===== src/rtl/trig_mon_pkg.sv =====
// trig_mon_pkg: shared FSM type and constants for the
// trigger activation monitor and its history buffer.
// Optional feature macro (top level): TRIG_MON_EVENT_CNT_EN.
package trig_mon_pkg;

  localparam int STATE_W        = 128;
  localparam int DEF_HIST_DEPTH = 4;
  localparam int DEF_CNT_W      = 32;

  typedef enum logic [1:0] {
    ARMED    = 2'd0,
    CAPTURED = 2'd1,
    DUMP     = 2'd2
  } mon_state_e;

endpackage


===== src/rtl/trig_hist_buf.sv =====
// trig_hist_buf: circular history of AES states with
// write pointer, saturating fill count and freeze.
// Ports: clk, rst (sync, active-high), clr (empties),
//   freeze (blocks writes), wr_en/wr_data (new state),
//   rd_off (offset from oldest entry), rd_data, fill.
module trig_hist_buf
  import trig_mon_pkg::*;
#(
  parameter int DEPTH = DEF_HIST_DEPTH
) (
  input  logic                       clk,
  input  logic                       rst,
  input  logic                       clr,
  input  logic                       freeze,
  input  logic                       wr_en,
  input  logic [STATE_W-1:0]         wr_data,
  input  logic [$clog2(DEPTH)-1:0]   rd_off,
  output logic [STATE_W-1:0]         rd_data,
  output logic [$clog2(DEPTH):0]     fill
);

  localparam int PW = $clog2(DEPTH);
  localparam int FW = PW + 1;

  logic [STATE_W-1:0] mem_q [DEPTH];
  logic [PW-1:0]      wr_ptr_q, wr_ptr_d;
  logic [FW-1:0]      fill_q, fill_d;
  logic [PW-1:0]      oldest;
  logic [PW-1:0]      rd_idx;
  logic               wr_ok;

  assign wr_ok = wr_en && !freeze && !clr;

  always_comb begin
    wr_ptr_d = wr_ptr_q;
    fill_d   = fill_q;
    if (wr_ok) begin
      wr_ptr_d = wr_ptr_q + PW'(1);
      if (fill_q != FW'(DEPTH))
        fill_d = fill_q + FW'(1);
    end
    if (clr) begin
      wr_ptr_d = '0;
      fill_d   = '0;
    end
  end

  always_ff @(posedge clk) begin
    if (rst) begin
      wr_ptr_q <= '0;
      fill_q   <= '0;
    end else begin
      wr_ptr_q <= wr_ptr_d;
      fill_q   <= fill_d;
    end
  end

  // Contents need no reset: fill gates every read.
  always_ff @(posedge clk) begin
    if (wr_ok)
      mem_q[wr_ptr_q] <= wr_data;
  end

  // DEPTH is a power of two, so pointer arithmetic
  // wraps for free; a full buffer gives oldest = wr_ptr.
  assign oldest  = wr_ptr_q - fill_q[PW-1:0];
  assign rd_idx  = oldest + rd_off;
  assign rd_data = mem_q[rd_idx];
  assign fill    = fill_q;

endmodule


===== src/rtl/trig_activation_monitor.sv =====
// trig_activation_monitor: timestamps the first trigger
// edge, freezes recent AES states, dumps them on request.
// Ports: clk, rst (sync, active-high), state_in/state_vld,
//   trig_in, clr (re-arm), dump_start, out_data/out_vld/
//   out_rdy/out_last (dump stream), alarm, trig_stamp,
//   fill, busy; trig_events when TRIG_MON_EVENT_CNT_EN.
module trig_activation_monitor
  import trig_mon_pkg::*;
#(
  parameter int HIST_DEPTH = DEF_HIST_DEPTH,
  parameter int CNT_W      = DEF_CNT_W
) (
  input  logic                          clk,
  input  logic                          rst,
  input  logic [STATE_W-1:0]            state_in,
  input  logic                          state_vld,
  input  logic                          trig_in,
  input  logic                          clr,
  input  logic                          dump_start,
  output logic [STATE_W-1:0]            out_data,
  output logic                          out_vld,
  input  logic                          out_rdy,
  output logic                          out_last,
  output logic                          alarm,
  output logic [CNT_W-1:0]              trig_stamp,
  output logic [$clog2(HIST_DEPTH):0]   fill,
  output logic                          busy
`ifdef TRIG_MON_EVENT_CNT_EN
  ,
  output logic [7:0]                    trig_events
`endif
);

  localparam int PW = $clog2(HIST_DEPTH);
  localparam int FW = PW + 1;

  mon_state_e         state_q, state_d;
  logic [CNT_W-1:0]   cnt_q;
  logic [CNT_W-1:0]   stamp_q, stamp_d;
  logic [FW-1:0]      rd_cnt_q, rd_cnt_d;
  logic [FW-1:0]      fill_w;
  logic [STATE_W-1:0] rd_data;
  logic               trig_q;
  logic               trig_edge;
  logic               vld_w;
  logic               last_w;
  logic               xfer;
  logic               freeze;

  // Free-running; only rst zeroes it.
  always_ff @(posedge clk) begin
    if (rst) cnt_q <= '0;
    else     cnt_q <= cnt_q + CNT_W'(1);
  end

  // trig_q tracks trig_in even across clr, so a level
  // held through a re-arm cannot fire again.
  always_ff @(posedge clk) begin
    if (rst) trig_q <= 1'b0;
    else     trig_q <= trig_in;
  end

  assign trig_edge = trig_in && !trig_q;
  assign freeze    = (state_q != ARMED);

  trig_hist_buf #(
    .DEPTH (HIST_DEPTH)
  ) u_hist (
    .clk     (clk),
    .rst     (rst),
    .clr     (clr),
    .freeze  (freeze),
    .wr_en   (state_vld),
    .wr_data (state_in),
    .rd_off  (rd_cnt_q[PW-1:0]),
    .rd_data (rd_data),
    .fill    (fill_w)
  );

  // rd_cnt_q counts beats already transferred.
  assign vld_w  = (state_q == DUMP) && (rd_cnt_q < fill_w);
  assign last_w = vld_w && (rd_cnt_q == fill_w - FW'(1));
  assign xfer   = vld_w && out_rdy;

  always_ff @(posedge clk) begin
    if (rst) state_q <= ARMED;
    else     state_q <= state_d;
  end

  always_comb begin
    state_d = state_q;
    unique case (state_q)
      ARMED: begin
        if (trig_edge) state_d = CAPTURED;
      end
      CAPTURED: begin
        if (dump_start) state_d = DUMP;
      end
      DUMP: begin
        if (!vld_w || (xfer && last_w))
          state_d = CAPTURED;
      end
      default: state_d = ARMED;
    endcase
    if (clr) state_d = ARMED;
  end

  always_comb begin
    out_vld    = vld_w;
    out_last   = last_w;
    out_data   = vld_w ? rd_data : '0;
    alarm      = (state_q != ARMED);
    busy       = (state_q == DUMP);
    trig_stamp = stamp_q;
    fill       = fill_w;
  end

  always_comb begin
    stamp_d  = stamp_q;
    rd_cnt_d = rd_cnt_q;
    if (state_q == ARMED && trig_edge)
      stamp_d = cnt_q;
    if (state_q == CAPTURED && dump_start)
      rd_cnt_d = '0;
    else if (xfer)
      rd_cnt_d = rd_cnt_q + FW'(1);
    if (clr) begin
      stamp_d  = '0;
      rd_cnt_d = '0;
    end
  end

  always_ff @(posedge clk) begin
    if (rst) begin
      stamp_q  <= '0;
      rd_cnt_q <= '0;
    end else begin
      stamp_q  <= stamp_d;
      rd_cnt_q <= rd_cnt_d;
    end
  end

`ifdef TRIG_MON_EVENT_CNT_EN
  logic [7:0] ev_q, ev_d;

  // Counts every edge, captured or ignored; saturates.
  always_comb begin
    ev_d = ev_q;
    if (clr)
      ev_d = '0;
    else if (trig_edge && ev_q != 8'hff)
      ev_d = ev_q + 8'd1;
  end

  always_ff @(posedge clk) begin
    if (rst) ev_q <= '0;
    else     ev_q <= ev_d;
  end

  assign trig_events = ev_q;
`endif

endmodule


===== config.mk =====
export PLATFORM = sky130hd
export DESIGN_NAME = trig_activation_monitor
export DESIGN_NICKNAME = d
export VERILOG_FILES = /design/src/rtl/trig_mon_pkg.sv /design/src/rtl/trig_hist_buf.sv /design/src/rtl/trig_activation_monitor.sv
export SDC_FILE = /design/constraint.sdc
export NUM_CORES = 1
export LEC_CHECK = 0
export CAP_MARGIN = 40
export CORE_AREA = 2 2 241 243
export CTS_BUF_LIST = sky130_fd_sc_hd__clkbuf_4
export DETAILED_ROUTE_END_ITERATION = 6
export DIE_AREA = 0 0 243 245
export SLEW_MARGIN = 20
export SYNTH_ARGS = -nofsm -noshare
export SYNTH_HDL_FRONTEND = slang
export SYNTH_SLANG_ARGS = --single-unit

===== constraint.sdc =====
create_clock -name clk -period 7 [get_ports clk]
set_input_delay 2.1 -clock clk [delete_from_list [all_inputs] [get_ports clk]]
set_output_delay 2.1 -clock clk [all_outputs]
set_load 0.005 [all_outputs]

Word-level counts from Yosys, hierarchy flattened --
Memory sizes are Yosys's and may differ from the RTL's. Cells that the tools add are included.
Operators by class: add/sub/neg operators 7, $lt $le $gt $ge 1, equality and inequality tests 7, multiplexer cells 7, reduce and logical (&&, ||, !) cells 20
Operator list (number):
- $mux W128 | 1
- $add A32 B1 Y32 const B | 1
- $logic_and A1 B1 Y1 | 9
- $add A3 B1 Y3 const B | 2
- $mux W2 | 3
- $pmux W2 S3 | 1
- $logic_not A1 Y1 | 4
- $ne A2 B2 Y1 const B | 2
- $eq A3 B3 Y1 | 1
- $lt A3 B3 Y1 | 1
- $ne A3 B3 Y1 const B | 1
- $reduce_and A3 Y1 | 1
- $reduce_or A3 Y1 | 1
- $sub A3 B1 Y3 const B | 1
- $add A2 B1 Y2 const B | 1
- $add A2 B2 Y2 | 1
- $eq A2 B1 Y1 const B | 1
- $eq A2 B2 Y1 const B | 1
- $logic_not A2 Y1 | 1
- $mux W1 | 2
- $ne A2 B1 Y1 const B | 1
- $reduce_and A2 Y1 | 1
- $reduce_bool A2 Y1 | 1
- $reduce_or A2 Y1 | 1
- other kinds (2) | 2
Word-level totals: register bits 75, bits in writable memories 512, input bits 135, output and inout port bits 167, memories kept 1
Memory list:
- u_hist.mem_q | depth 4, bits a word 128, read ports 1, clocked after memory_dff 0, wr ports 1, line trig_hist_buf.sv:25 | logic [STATE_W-1:0] mem_q [DEPTH];

Longest topological paths before layout --
Gate-level depths: netlist (run 1).
word-level depth 7, mapped depth 10, gate-level depth less buffers 8

Modules after synthesis --
From an unflattened synthesis (run 1), not the netlist that was laid out.
Unflattened totals: cells, all modules 1227, area, all modules 23292.3 um^2
By module, submodules not included:
- trig_hist_buf | times used 1, cells each 712, area each 19359.8 um^2, seq. area each 15474.8 um^2
- trig_activation_monitor | times used 1, cells each 515, area each 3932.5 um^2, seq. area each 1401.3 um^2

Worst setup path before layout (run 1) --
Ideal clock, no wire load.
path type in2reg, start in clr, end mem u_hist.mem_q[2][0] (enable), arrival 5.532 ns, required time 6.498 ns, slack 0.965 ns, stages 2, path buffers 0, cell sequence nor4b_2 -> and2_1
Between the ends: longest elaborated chain between the ends 4
Ends and longest elaborated chain:
- start: declaration | line trig_activation_monitor.sv:18 | input logic clr,
- $logic_not A1 Y1 | line trig_hist_buf.sv:32 | assign wr_ok = wr_en && !freeze && !clr;
- $logic_and A1 B1 Y1 | line trig_hist_buf.sv:32
- $mux W1 | line trig_hist_buf.sv:60 | if (wr_ok)
- $mux W1 (not written as such) | line trig_hist_buf.sv:61 | mem_q[wr_ptr_q] <= wr_data;
- end: declaration | line trig_hist_buf.sv:25
No other way between the ends.

Worst setup path after layout (run 1) --
start reg u_hist.wr_ptr_q[0], end out out_data[52]
Between the ends: longest elaborated chain between the ends 4
Ends and longest elaborated chain:
- start: declaration | line trig_hist_buf.sv:26 | logic [PW-1:0] wr_ptr_q, wr_ptr_d;
- start signal: assignment | line trig_hist_buf.sv:53 | wr_ptr_q <= wr_ptr_d;
- $sub A2 B2 Y2 | line trig_hist_buf.sv:66 | assign oldest = wr_ptr_q - fill_q[PW-1:0];
- $add A2 B2 Y2 | line trig_hist_buf.sv:67 | assign rd_idx = oldest + rd_off;
- $mem_v2 Z4 W128
- $mux W128 | line trig_activation_monitor.sv:111 | out_data = vld_w ? rd_data : '0;
- end: declaration | line trig_activation_monitor.sv:20 | output logic [STATE_W-1:0] out_data,
No other way between the ends.

==> results of run 1 <==
-- final cells by class --
| type | count | area, um^2 |
|---|---|---|
| timing repair buffer | 320 | 3310 |
| clock buffer | 225 | 1690 |
| tap | 765 | 957 |
| multi-input combinational | 681 | 5190 |
| inverter | 15 | 56.3 |
| clock inverter | 34 | 253 |
| antenna | 1 | 2.50 |
| sequential | 587 | 16900 |
| fill | 4913 | 28700 |
-- cell families after synthesis --
group           Yosys count
flops                   587
buf+inv                  92
simple gates            185
fa+ha+maj                14
mux                     261
compound gates          202
xor+xnor                 19
-- synth_stat cells (2+ instances only) --
master,n
xnor2_1,13
nand4_1,13
inv_1,15
nor2_1,25
xor2_1,4
o21ai_0,7
nand4_2,2
o22ai_1,128
dfxtp_1,75
buf_6,2
or2_2,2
nor2b_1,8
buf_1,2
and4_4,2
nor4_2,3
clkbuf_4,5
o31ai_1,11
and3_1,4
and4_1,3
nor3_1,3
mux2i_1,257
nand2_1,77
clkbuf_1,19
or3_1,8
ha_1,14
a21oi_1,52
mux2_1,3
or4_1,8
edfxtp_1,512
buf_4,15
and2_1,6
buf_2,34
nand3_1,13
and2b_1,2
-- power by group through the flow --
| stage | Combinational (W) | Clock [W] | Sequential [W] |
|---|---|---|---|
| after detailed placement | 0.000321 | 0 | 0.00395 |
| after global placement | 0.000311 | 0 | 0.00395 |
| final | 0.000316 | 0.00294 | 0.00387 |
| after global routing | 0.000345 | 0.00325 | 0.00388 |
| after floorplan | 0.000167 | 0 | 0.00395 |
| after CTS | 0.000322 | 0.00307 | 0.00387 |
-- final timing paths --
| path | depth (start not counted) | to |
|---|---|---|
| worst min-delay path | 2 | trig_stamp[20] |
| worst min register to register | 2 | trig_stamp[20] |
| worst max-delay path | 10 | out_data[52] |
| worst max register to register | 3 | u_hist.mem_q[3][28] |
-- worst reg2reg max path, cell delays in order, from the launching register on --
cell and delay [ns]:
dfxtp_1 0.36, nor4b_2 0.67, and2_4 0.66, buf_4 0.53
-- metal layers --
| metal | vias up | GRT usage |
|---|---|---|
| met5 | - | 0 |
| met4 | 10 | 0.0662 |
| met3 | 93 | 0.0608 |
| met2 | 363 | 0.263 |
| met1 | 6378 | 0.212 |
| li1 | 6205 | - |
-- metrics by stage --
step	utilization	cell area, um^2	total power [W]	worst slack, ns	hold WS (ns)
3_5_place_dp	0.463	26400	0.00427	1.60	0.448
3_3_place_gp	0.462	26300	0.00426	1.61	0.444
4_1_cts	0.497	28300	0.00726	0.485	0.456
5_1_grt	0.497	28300	0.00747	0.320	0.481
2_1_floorplan	-	22500	0.00412	0.965	0.440
6_report	0.497	28300	0.00713	0.610	0.453
-- state kept, by name, indices dropped and copies added (netlist names) --
register,flops
cnt_q,32
rd_cnt_q,3
state_q,2
trig_q,1
trig_stamp,32
u_hist.fill,3
u_hist.mem_q,512
u_hist.wr_ptr_q,2
==> impl_metrics.toml, run 1 <==
[routing]
wire_per_inst_um = 19.0
drc_errors = 0
wl_met2_um = 23500
drt-initial-drc-count = 584
wl_met1_um = 21900
top_layer = "met5"
wl_met3_um = 3550
via_count = 13049
viasPerCell = 4.97
ant_nets = 0
firstDrtPassIters = 5
postRouteWirelength_um = 50000

[floorplanning]
coreArea_mm2 = 0.0570
design.die.area_mm2 = 0.0595
die_h_um = 245
rows = 88
die_w_um = 243
pin_count = 302
initial_core_util = 0.395

[logic_synthesis]
postSynth.asyncResetShare = 0
synth_area_leader_cell = "edfxtp_1"
post_synth.cell_area_avg_um2 = 16.5
synthesis.nets = 1509
synth_mux_area_frac = 0.116
synth-edff-count = 512
synth_compound_area_frac = 0.0537
synth_xor_area_frac = 0.00840
synth_top_area_frac = 0.683
synth_area_mm2 = 0.0225
yosys_most_used_dff = "edfxtp_1"
synthAdderAreaFrac = 0.00779
ys_top_cells_by_area = "edfxtp_1, mux2i_1, dfxtp_1"
synth_warnings = 0
netlist-cell-type-count = 47
yosysSeqAreaShare = 0.750
synth_top_family_by_area = "multiplexers"
synth-seq-cells = 587
yosys.area_share.simple = 0.0425
syn_inst = 1360

[worst_hold_path]
min-delay-start = "trig_stamp[20]"
hp-class = "reg -> reg"

[setup_path]
rrSetupSlack_ns = 4.39
crit_family = "buffers and inverters"
cp_slowest_stage_delay_ns = 0.56
crit_path_top_delay_cell = "clkdlybuf4s50_1"
worst-path-buf-inv = 4
path_cells = "inv_1 > ha_1 > inv_1 > ha_1 > xnor2_1 > xnor2_4 > buf_12 > mux2i_1 > o22ai_1 > clkdlybuf4s50_1"
r2r-start = "state_q[1]"
worstPathMaxFanout = 118
cp-startpoint = "u_hist.wr_ptr_q[0]"
worstSetupStartpointType = "register"
worstSetupEndpointType = "output pin"
crit_arrival_ns = 4.29
cp.required_ns = 4.90
critPathKind = "reg -> out"

[flow_run]
cap_viol_max_count = 0

[cts]
worstSkewPairLatency_ns = 0.94
cts_setup_buffers = 0
cts_hold_buf = 0
clk_pin_slew_ns = 0.06
ctsLongestPathBuffers = 3
tritoncts = "yes"
cts_sinks = 587
cts_root_buf = "clkbuf_4"
cts_resized = 0
numCtsBuffers = 154
h-tree-depth = 4

[grt]
grt_overflow = 0
grt_pass1_wl_um = 75900
antenna_found_initial = 6
grt_max_degree = 119
grt_pass1_vias = 13262
grt.total_usage = 0.168

[layout]
nets = 1908
drive_gt1_frac = 0.149
final_cells = 2628
final_common_cell = "edfxtp_1"
area_delta_synth_final_pct = 25.9
final_cell_mix = "edfxtp_1, clkdlybuf4s50_1, mux2i_1"

[pwr]
switchingPower_w = 0.00151
p_int_w = 0.00562
p_sw_frac = 0.212
p_leak_nw = 8.92
powerDensity_mw_per_mm2 = 252
vdd_drop_max_v = 0.000120
p_seq_frac = 0.543
power_frac_comb = 0.044
clkPwrFrac = 0.412

[status]
status = "complete, no violations"

[placed_design]
dpl.hpwl_um = 28300
port_buffers = 301
placed_cells = 2368
gp_congestion = 0.733

[timing]
fin_tns_setup_ns = 0
grt_setup_unrepaired = "no"
period_minus_slack_ns = 6.39
slew_violations = 0
max_slew_margin = 0.282
hold_viol_final = 0
worst_pin_slew_ns = 1.08
fmax_mhz = 156
fin_crit_sh = 0.913
setup-violations-final = 0
skew_ns = 0.0343
No activity file was read; power rests on OpenSTA's default activity.
==> inputs of run 2 (changes only) <==
--- a/config.mk
+++ b/config.mk
@@ -10,6 +10,7 @@
 export CTS_BUF_LIST = sky130_fd_sc_hd__clkbuf_4
 export DETAILED_ROUTE_END_ITERATION = 6
 export DIE_AREA = 0 0 243 245
+export RECOVER_POWER = 25
 export SLEW_MARGIN = 20
 export SYNTH_ARGS = -nofsm -noshare
 export SYNTH_HDL_FRONTEND = slang
==> impl_metrics.toml, run 2 (same netlist as run 1, synthesis figures left out) <==
[layout]
area_delta_synth_final_pct = 26.0
final_cells = 2632
nets = 1908
fin_area_mm2 = 0.0283
regMostFlops = "u_hist.mem_q"
final_common_cell = "edfxtp_1"
largest_register_ffs = 512
final_cell_mix = "edfxtp_1, mux2i_1, clkbuf_4"
drive_gt1_frac = 0.149

[cts]
cts_setup_buffers = 0
worstSkewPairLatency_ns = 0.94
cts_hold_buf = 0
h-tree-depth = 4
ctsLongestPathBuffers = 3
tritoncts = "yes"
cts_root_buf = "clkbuf_4"
clk_pin_slew_ns = 0.06
cts_sinks = 587
numCtsBuffers = 154
cts_resized = 0

[setup_path]
cp_slowest_stage_delay_ns = 0.56
worstSetupStartpointType = "register"
r2r-start = "state_q[1]"
worst-path-buf-inv = 4
crit_path_top_delay_cell = "clkdlybuf4s50_1"
cp-startpoint = "u_hist.wr_ptr_q[0]"
crit_arrival_ns = 4.33
crit_family = "buffers and inverters"
worstSetupEndpointType = "output pin"
rrSetupSlack_ns = 4.39
path_cells = "inv_1 > ha_1 > inv_1 > ha_1 > xnor2_1 > xnor2_4 > buf_12 > mux2i_1 > o22ai_1 > clkdlybuf4s50_1"
critPathKind = "reg -> out"
cp.required_ns = 4.90
worstPathMaxFanout = 118

[timing]
slew_violations = 0
hold_viol_final = 0
fmax_mhz = 155
grt_setup_unrepaired = "no"
worst_pin_slew_ns = 1.10
fin_crit_sh = 0.919
period_minus_slack_ns = 6.43
max_slew_margin = 0.265
setup-violations-final = 0
fin_tns_setup_ns = 0
setup_slack_ns = 0.567
skew_ns = 0.0360

[placed_design]
placed_cells = 2368
dpl_worst_slack_ns = 1.60
dpl.hpwl_um = 28300
gp_congestion = 0.733
place_area_mm2 = 0.0264
port_buffers = 301

[grt]
grt_max_degree = 119
grt_pass1_vias = 13262
grt_overflow = 0
antenna_found_initial = 9
grt_pass1_wl_um = 75900
grt.total_usage = 0.168

[status]
status = "complete, no violations"

[pwr]
powerDensity_mw_per_mm2 = 251
vdd_drop_max_v = 0.000120
p_leak_nw = 8.95

[worst_hold_path]
min-delay-start = "trig_stamp[20]"
hp-class = "reg -> reg"

[floorplanning]
initial_core_util = 0.395
pin_count = 302
design.die.area_mm2 = 0.0595
die_h_um = 245
coreArea_mm2 = 0.0570
rows = 88
die_w_um = 243

[routing]
firstDrtPassIters = 5
ant_nets = 0
via_count = 13110
drt-initial-drc-count = 587
viasPerCell = 4.98
postRouteWirelength_um = 50000
drc_errors = 0
wire_per_inst_um = 19.0

[flow_run]
cap_viol_max_count = 0
## run 2: cell count changes in the layout (fill, tap and decap cells not counted)
cell | before | now
clkdlybuf4s50_1 | 301 | 210
dlygate4sd3_1 | 0 | 91
diode_2 | 1 | 5
## run 2: area by class of cell
class	instances	area, um^2
multi-input cells	681	5190
clock inverters	34	253
flip-flops and latches	587	16900
repair buffers	320	3310
well taps	765	957
inverters	15	56.3
fillers	4909	28700
clock buffers	225	1690
diodes	5	12.5
## run 2: layer usage
metal	wire (um)	track usage	vias to the layer above	share of wire
li1	-	-	6211	-
met2	23600	0.263	378	0.47
met3	3670	0.0608	95	0.073
met5	68	0	-	0.0014
met1	21700	0.212	6416	0.43
met4	1000	0.0662	10	0.020
## run 2: report_power, final
group | leakage [nW] | switching [W] | internal, W
Clock | 1.15 | 0.00133 | 0.00161
Sequential | 5.25 | 0.0000137 | 0.00386
Combinational | 2.54 | 0.000164 | 0.000142
Total | 8.95 | 0.00151 | 0.00561
## run 2: final timing paths
check,to,cells after the start
max,out_data[52],10
min,trig_stamp[20],2
max reg2reg,u_hist.mem_q[3][28],3
min reg2reg,trig_stamp[20],2
## run 2: metrics by stage
stage | power, W | hold WS, ns | utilization
floorplan | 0.00412 | 0.440 | -
global placement | 0.00426 | 0.444 | 0.462
detailed placement | 0.00427 | 0.448 | 0.463
CTS | 0.00726 | 0.456 | 0.497
global route | 0.00746 | 0.481 | 0.497
finish | 0.00712 | 0.453 | 0.497
## run 2: worst register-to-register path, cell delays in order (launching register included)
cell     delay [ns]
dfxtp_1        0.36
nor4b_2        0.67
and2_4         0.66
buf_4          0.53
==> inputs of run 3 (changes only) <==
--- a/config.mk
+++ b/config.mk
@@ -15,3 +15,4 @@
 export SYNTH_ARGS = -nofsm -noshare
 export SYNTH_HDL_FRONTEND = slang
 export SYNTH_SLANG_ARGS = --single-unit
+export TNS_END_PERCENT = 30
==> results of run 3 <==
Final layout, timing and power as in run 2 (identical DEF).
